$ cat src/rtl/spm_dest_regs.sv
// Destination register bank of the RISC SPM datapath: captures bus2 into one
// selected register, keeps the zero flag and auto-increments the PC.
module spm_dest_regs #(
  parameter int               WIDTH  = 8,
  parameter logic [WIDTH-1:0] PC_RST = '0
) (
  input  logic             clk,
  input  logic             rst,
  input  logic [WIDTH-1:0] bus2,
  input  logic             ld_en,
  input  logic [2:0]       sel_dest,
  input  logic             inc_pc,
  input  logic             ld_z,
  input  logic             alu_zero,
  output logic [WIDTH-1:0] r0,
  output logic [WIDTH-1:0] r1,
  output logic [WIDTH-1:0] r2,
  output logic [WIDTH-1:0] r3,
  output logic [WIDTH-1:0] pc,
  output logic [WIDTH-1:0] ir,
  output logic [WIDTH-1:0] add_r,
  output logic [WIDTH-1:0] reg_y,
  output logic             z_flag,
  output logic             wr_ack,
  output logic             pc_wrap
);

  localparam logic [2:0] SEL_PC    = 3'd4;
  localparam logic [2:0] SEL_IR    = 3'd5;
  localparam logic [2:0] SEL_ADD_R = 3'd6;
  localparam logic [2:0] SEL_REG_Y = 3'd7;

  logic [7:0]       w_sel_hit;
  logic             w_pc_inc;
  logic [WIDTH-1:0] r_gpr [4];
  logic [WIDTH-1:0] r_pc;
  logic [WIDTH-1:0] r_ir;
  logic [WIDTH-1:0] r_add_r;
  logic [WIDTH-1:0] r_reg_y;
  logic             r_z_flag;
  logic             r_wr_ack;
  logic             r_pc_wrap;

  // Decode is gated by ld_en so an unknown sel_dest while idle selects nothing.
  assign w_sel_hit = ld_en ? (8'b1 << sel_dest) : 8'b0;
  assign w_pc_inc  = inc_pc & ~w_sel_hit[SEL_PC];

  for (genvar gi = 0; gi < 4; gi++) begin : g_gpr
    always_ff @(posedge clk or posedge rst) begin
      if (rst) begin
        r_gpr[gi] <= '0;
      end else if (w_sel_hit[gi]) begin
        r_gpr[gi] <= bus2;
      end
    end
  end

  always_ff @(posedge clk or posedge rst) begin
    if (rst) begin
      r_ir    <= '0;
      r_add_r <= '0;
      r_reg_y <= '0;
    end else begin
      if (w_sel_hit[SEL_IR])    r_ir    <= bus2;
      if (w_sel_hit[SEL_ADD_R]) r_add_r <= bus2;
      if (w_sel_hit[SEL_REG_Y]) r_reg_y <= bus2;
    end
  end

  // A PC load wins over the increment; only the increment path can flag a wrap.
  always_ff @(posedge clk or posedge rst) begin
    if (rst) begin
      r_pc      <= PC_RST;
      r_pc_wrap <= 1'b0;
    end else begin
      r_pc_wrap <= w_pc_inc & (&r_pc);
      if (w_sel_hit[SEL_PC]) begin
        r_pc <= bus2;
      end else if (w_pc_inc) begin
        r_pc <= r_pc + 1'b1;
      end
    end
  end

  always_ff @(posedge clk or posedge rst) begin
    if (rst) begin
      r_z_flag <= 1'b0;
      r_wr_ack <= 1'b0;
    end else begin
      r_wr_ack <= ld_en;
      if (ld_z) r_z_flag <= alu_zero;
    end
  end

  assign r0      = r_gpr[0];
  assign r1      = r_gpr[1];
  assign r2      = r_gpr[2];
  assign r3      = r_gpr[3];
  assign pc      = r_pc;
  assign ir      = r_ir;
  assign add_r   = r_add_r;
  assign reg_y   = r_reg_y;
  assign z_flag  = r_z_flag;
  assign wr_ack  = r_wr_ack;
  assign pc_wrap = r_pc_wrap;

endmodule

$ cat config.mk
export PLATFORM = sky130hd
export DESIGN_NAME = spm_dest_regs
export DESIGN_NICKNAME = d
export VERILOG_FILES = /design/src/rtl/spm_dest_regs.sv
export SDC_FILE = /design/constraint.sdc
export NUM_CORES = 1
export LEC_CHECK = 0
export CAP_MARGIN = 20
export CORE_MARGIN = 5
export CORE_UTILIZATION = 30
export DETAILED_ROUTE_END_ITERATION = 10
export GPL_TIMING_DRIVEN = 0
export PLACE_DENSITY = 0.68
export SYNTH_ARGS = -nofsm -noshare
export SYNTH_HDL_FRONTEND = slang
export SYNTH_SLANG_ARGS = --single-unit
$ cat constraint.sdc
create_clock -name clk -period 1.8 [get_ports clk]
set_input_delay 0.27 -clock clk [delete_from_list [all_inputs] [get_ports clk]]
set_output_delay 0.27 -clock clk [all_outputs]
set_load 0.01 [all_outputs]
Word-level counts from Yosys, hierarchy flattened
Cells that the tools add are included.
{"block": "op_classes", "reduce_logical": 2, "shift": 1, "n_bitwise": 3, "n_addsub": 1, "n_mux": 3}
{"operator": "2-to-1 mux 8 bit", "count": 3}
{"operator": "adder 8 x 1 -> 8 bit (second input constant)", "count": 1}
{"operator": "AND reduction 8 bit", "count": 1}
{"operator": "left shift 1 x 3 -> 8 bit (first input constant)", "count": 1}
{"operator": "AND 1 bit", "count": 2}
{"operator": "nonzero test 2 bit", "count": 1}
{"operator": "inverter 1 bit", "count": 1}
{"block": "totals", "ff_bits": 67, "output_inout_bits": 67, "word_cells": 21, "in_bits": 17}

Logic depth before layout (Yosys ltp)
{"block": "depth", "word_depth": 6, "mapped_depth": 5}

Worst setup path after synthesis
OpenSTA, ideal clock, no wires.
{"block": "synth_timing", "path_type": "reg2reg", "from": "register r_pc[0], in the netlist pc[0]", "to": "register r_pc[6], in the netlist pc[6]", "arrival_ns": 1.363, "path_stages_with_launch": 5, "required_time_ns": 1.731, "path_slack_ns": 0.368, "cell_sequence": "dfrtp_1 ha_1 nand4_1 or4_1 nand3_1"}
{"block": "synth_via", "elab_chain_len": 3}
{"element": "from (decl)", "line_no": "36", "source": "logic [WIDTH-1:0] r_pc;"}
{"element": "from (signal assigned)", "line_no": "78", "source": "r_pc <= bus2;"}
{"element": "from (signal assigned)", "line_no": "80", "source": "r_pc <= r_pc + 1'b1;"}
{"element": "adder 8 x 1 -> 8 bit", "line_no": "80"}
{"element": "2-to-1 mux 8 bit", "line_no": "79", "source": "end else if (w_pc_inc) begin"}
{"element": "2-to-1 mux 8 bit", "line_no": "77", "source": "if (w_sel_hit[SEL_PC]) begin"}
Every way passes these cells. The select of a mux whose other input is x is not followed.
A chain may end at the register's enable or synchronous reset.

Final worst setup path
{"block": "layout_timing", "from": "input ld_en", "to": "register r_add_r[1], in the netlist add_r[1]"}
{"block": "layout_via", "elab_chain_len": 1}
{"element": "from (decl)", "line_no": "10", "source": "input logic ld_en,"}
{"element": "2-to-1 mux 8 bit", "line_no": "45", "source": "assign w_sel_hit = ld_en ? (8'b1 << sel_dest) : 8'b0;"}
{"element": "to (signal assigned)", "line_no": "65", "source": "if (w_sel_hit[SEL_ADD_R]) r_add_r <= bus2;"}
{"element": "to (decl)", "line_no": "38", "source": "logic [WIDTH-1:0] r_add_r;"}
Every way passes these cells.

==> impl_results.md <==
- Count of flip-flops with a built-in enable after synthesis: 0
- Main synth FF type: dfrtp_1
- Via/cell ratio: ~4.7
- Global-route track usage on met3: between 4 and 5%
- Main area contributors after synthesis: dfrtp_1, mux2_2, nand2_1, buf_2, o21ai_0
- Final Cycle Share: a little over nine tenths
- Fraction of final layout cells sized beyond drive strength 1: between 30% and 40%
- Clock Latency Late Sink: around 0.34 ns
- Warning count from the yosys run: 0
- Data required, critical path: approximately 2.0 ns
- Synthesized-area fraction occupied by ao, oa, aoi and oai cells: around 2.2%
- Area growth, synth to finish: 46.1%
- Area of the mapped netlist: approximately 2700 µm²
- Avg WL per Cell: ~17 µm
- CP Capture Type: flop
- Avg Synthesized Cell Area: 14.9 µm²
- Number of top-level pins: 84
- Final worst clock skew: between 0.003 and 0.004 ns
- Most congested layer reported by global routing: met2
- Root buffer cell: clkbuf_8
- GR Util All Layers: 12.9%
- Crit path launch type: input pin
- Min Clock Period, post-route: roughly 1.7 ns
- Post-detailed-placement half-perimeter wirelength: approximately 4700 µm
- Most common cell in the netlist: dfrtp_1
- Class of the most critical hold timing path: input pin to flop
- Total wire length: between 6000 and 7000 µm
- WS Path Type: input pin to flop
- #FFs+latches synth: 67
- Die H: approximately 100 µm
- Area share of and/or/nand/nor cells after synthesis: ~7.6%
- Worst Path Arrival: between 1.5 and 2 ns
- Remaining routing DRC violations: 0
- Share of synthesized registers carrying an async set or reset: 100%
- Post-Synthesis Net Count: about 200
- Floorplan die area: ~11000 µm²
- Maximum number of pins on one net before global-route repair: 42
- Register-to-register setup slack: between 0.2 and 0.3 ns
- Die outline width: approximately 100 µm
- Slew margin rel.: between 50% and 60%
- Number of CTS-inserted buffers: 9
- Core outline area: 8720 µm²
- Seq/Total Area, Yosys: 62.6%
- Post-route total power: about 5.0 mW
- Met1 usage: between 15 and 20%
- Worst IR Drop VDD: a little under 0.6 mV
- Initial standard-cell utilization of the core: 30.7%
- Worst-Margin Slew: roughly 0.63 ns
- Number of hold buffers added after cts: 0
- Achievable Freq: about 580 MHz
- Unrepaired setup endpoints after global routing: no
- Post-synthesis cell count: 180
- Total power per unit cell area: between 1000 and 1500 nW/µm²
- Final-stage net count: between 200 and 300
- Fraction of synthesized cell area in xor and xnor cells: under 10%
- Number of hold violations in the final report: 0
- Non-filler instance count after layout: a little under 400
- Routed Antenna Nets: 0
- Violation count after the first detailed-routing iteration: 41
- Result of the run: finished, final reports clean
- Worst Setup Slack post-DPL: -0.495 ns
- Min setup slack post-route: 0.0879 ns
- Floorplan row count: 34
- Grt met2 use: roughly a fifth
- Clock edge transition at the registers on the reported setup and hold paths: roughly 0.070 ns
- Dominant cell type by area after synthesis: dfrtp_1
- PortBufs: 79
- Number of global-route vias before repair: a little under 2000
- Gp weighted congestion: between 0.7 and 0.8
- Max cap viols: 0
- Inst Count DP: around 370
- Initial antenna violation count: 1
- P_leak: ~1.6 nW
- Total congestion overflow: 0
- Pins Over Slew Limit: 0
- Vias: between 1500 and 2000
- Cell types with the highest counts after synthesis: dfrtp_1, mux2_2, nand2_1
- Fraction of the core area covered by cells at the end of the flow: 44.8%
- Final setup violation count: 0
- Number of library cell types mapped by synthesis: 24
- TritonCTS clock tree: done
- Main combinational cell family by area after synthesis: multiplexers
- Synthesized-area fraction occupied by adder cells: less than 1%
- First-pass iteration count of the detailed router: 3
- Buffer levels on the longest clock path: 2
- Yosys top cell area share: roughly 63%
- Sink Count: 67
- Wire length of the first global-routing pass: about 11000 µm
- Largest fanout on the critical path: 9
- Clock H-tree levels: 3
- Number of antenna repair diodes: 0
- Portion of netlist area occupied by mux cells: between 20% and 30%
## kinds of logic after synthesis
kind of cell	count (synthesis)
AO/OA/AOI/OAI	10
XOR/XNOR	4
adder cells (fa/ha/maj)	1
buffers and inverters	8
flip-flops	67
multiplexers	58
AND/OR/NAND/NOR	32
## final cells by class
class	count	area, µm²
fill	816	4810
clock buffer	10	138
timing repair buffer	85	861
sequential	67	1680
inverter	1	7.51
clock inverter	6	88.8
tap	108	135
buffer	7	37.5
multi-input combinational	105	967
## power by group
part	leakage, nW	switching [mW]	total [mW]	internal [mW]
logic	0.703	0.566	1.50	0.930
clock network	0.108	0.586	1.40	0.817
registers	0.804	0.254	2.12	1.87
total	1.62	1.41	5.02	3.61
## worst max-delay path: stages
cell	delay [ns]
clkdlybuf4s50_1	0.50
buf_2	0.20
nand4b_1	0.50
mux2_2	0.47
## layout by cell type (no fill, tap or decap), types with 2 or more instances in the layout
master           count
or4_1                2
a31oi_1              2
clkinvlp_4           3
mux2_2              57
o21ai_0              6
nand3_1              3
buf_12               2
buf_2                6
bufinv_16            2
clkdlybuf4s50_1     79
nand4b_1             3
nor2_1               2
clkbuf_8            10
xor2_1               3
nand4_1              3
dfrtp_1             67
nand2_1             12
buf_4                4
nor4bb_1             2
## what timing repair did
item                                    in CTS  in global routing
pin swaps                                    0                  1
resized for setup                            1                  1
endpoints found under the setup margin      11                 32
setup buffers                                2                  3
## final timing paths
check / end / cells past startpoint / startpoint
max: add_r[1] / 4 / ld_en
min: pc[0] / 3 / inc_pc
max reg2reg: pc[6] / 4 / pc[0]
min reg2reg: ir[7] / 1 / ir[7]
max in group asynchronous: r3[1] / 3 / rst
min in group asynchronous: wr_ack / 2 / rst
## flip-flops by register name, summed over array words and instances, names as in the netlist, 8 cells and up
name,count
r3,8
reg_y,8
r2,8
add_r,8
r1,8
pc,8
ir,8
r0,8
## per-stage QoR
stage	TNS [ns]	hold slack, ns	instance area [µm²]
5_1_grt	0	0.364	3910
2_1_floorplan	0	0.301	2680
6_report	0	0.304	3910
3_5_place_dp	-19.00	0.494	3630
3_3_place_gp	-22.76	0.488	3610
4_1_cts	0	0.292	3870
## per-layer routing
metal	part of all wire (%)	wire [µm]	up-vias
li1	-	-	846
met1	45	3060	895
met2	47	3150	56
met3	6.6	444	12
met4	1.5	99	2
met5	0.15	10	-
(Power assumes the default switching activity.)
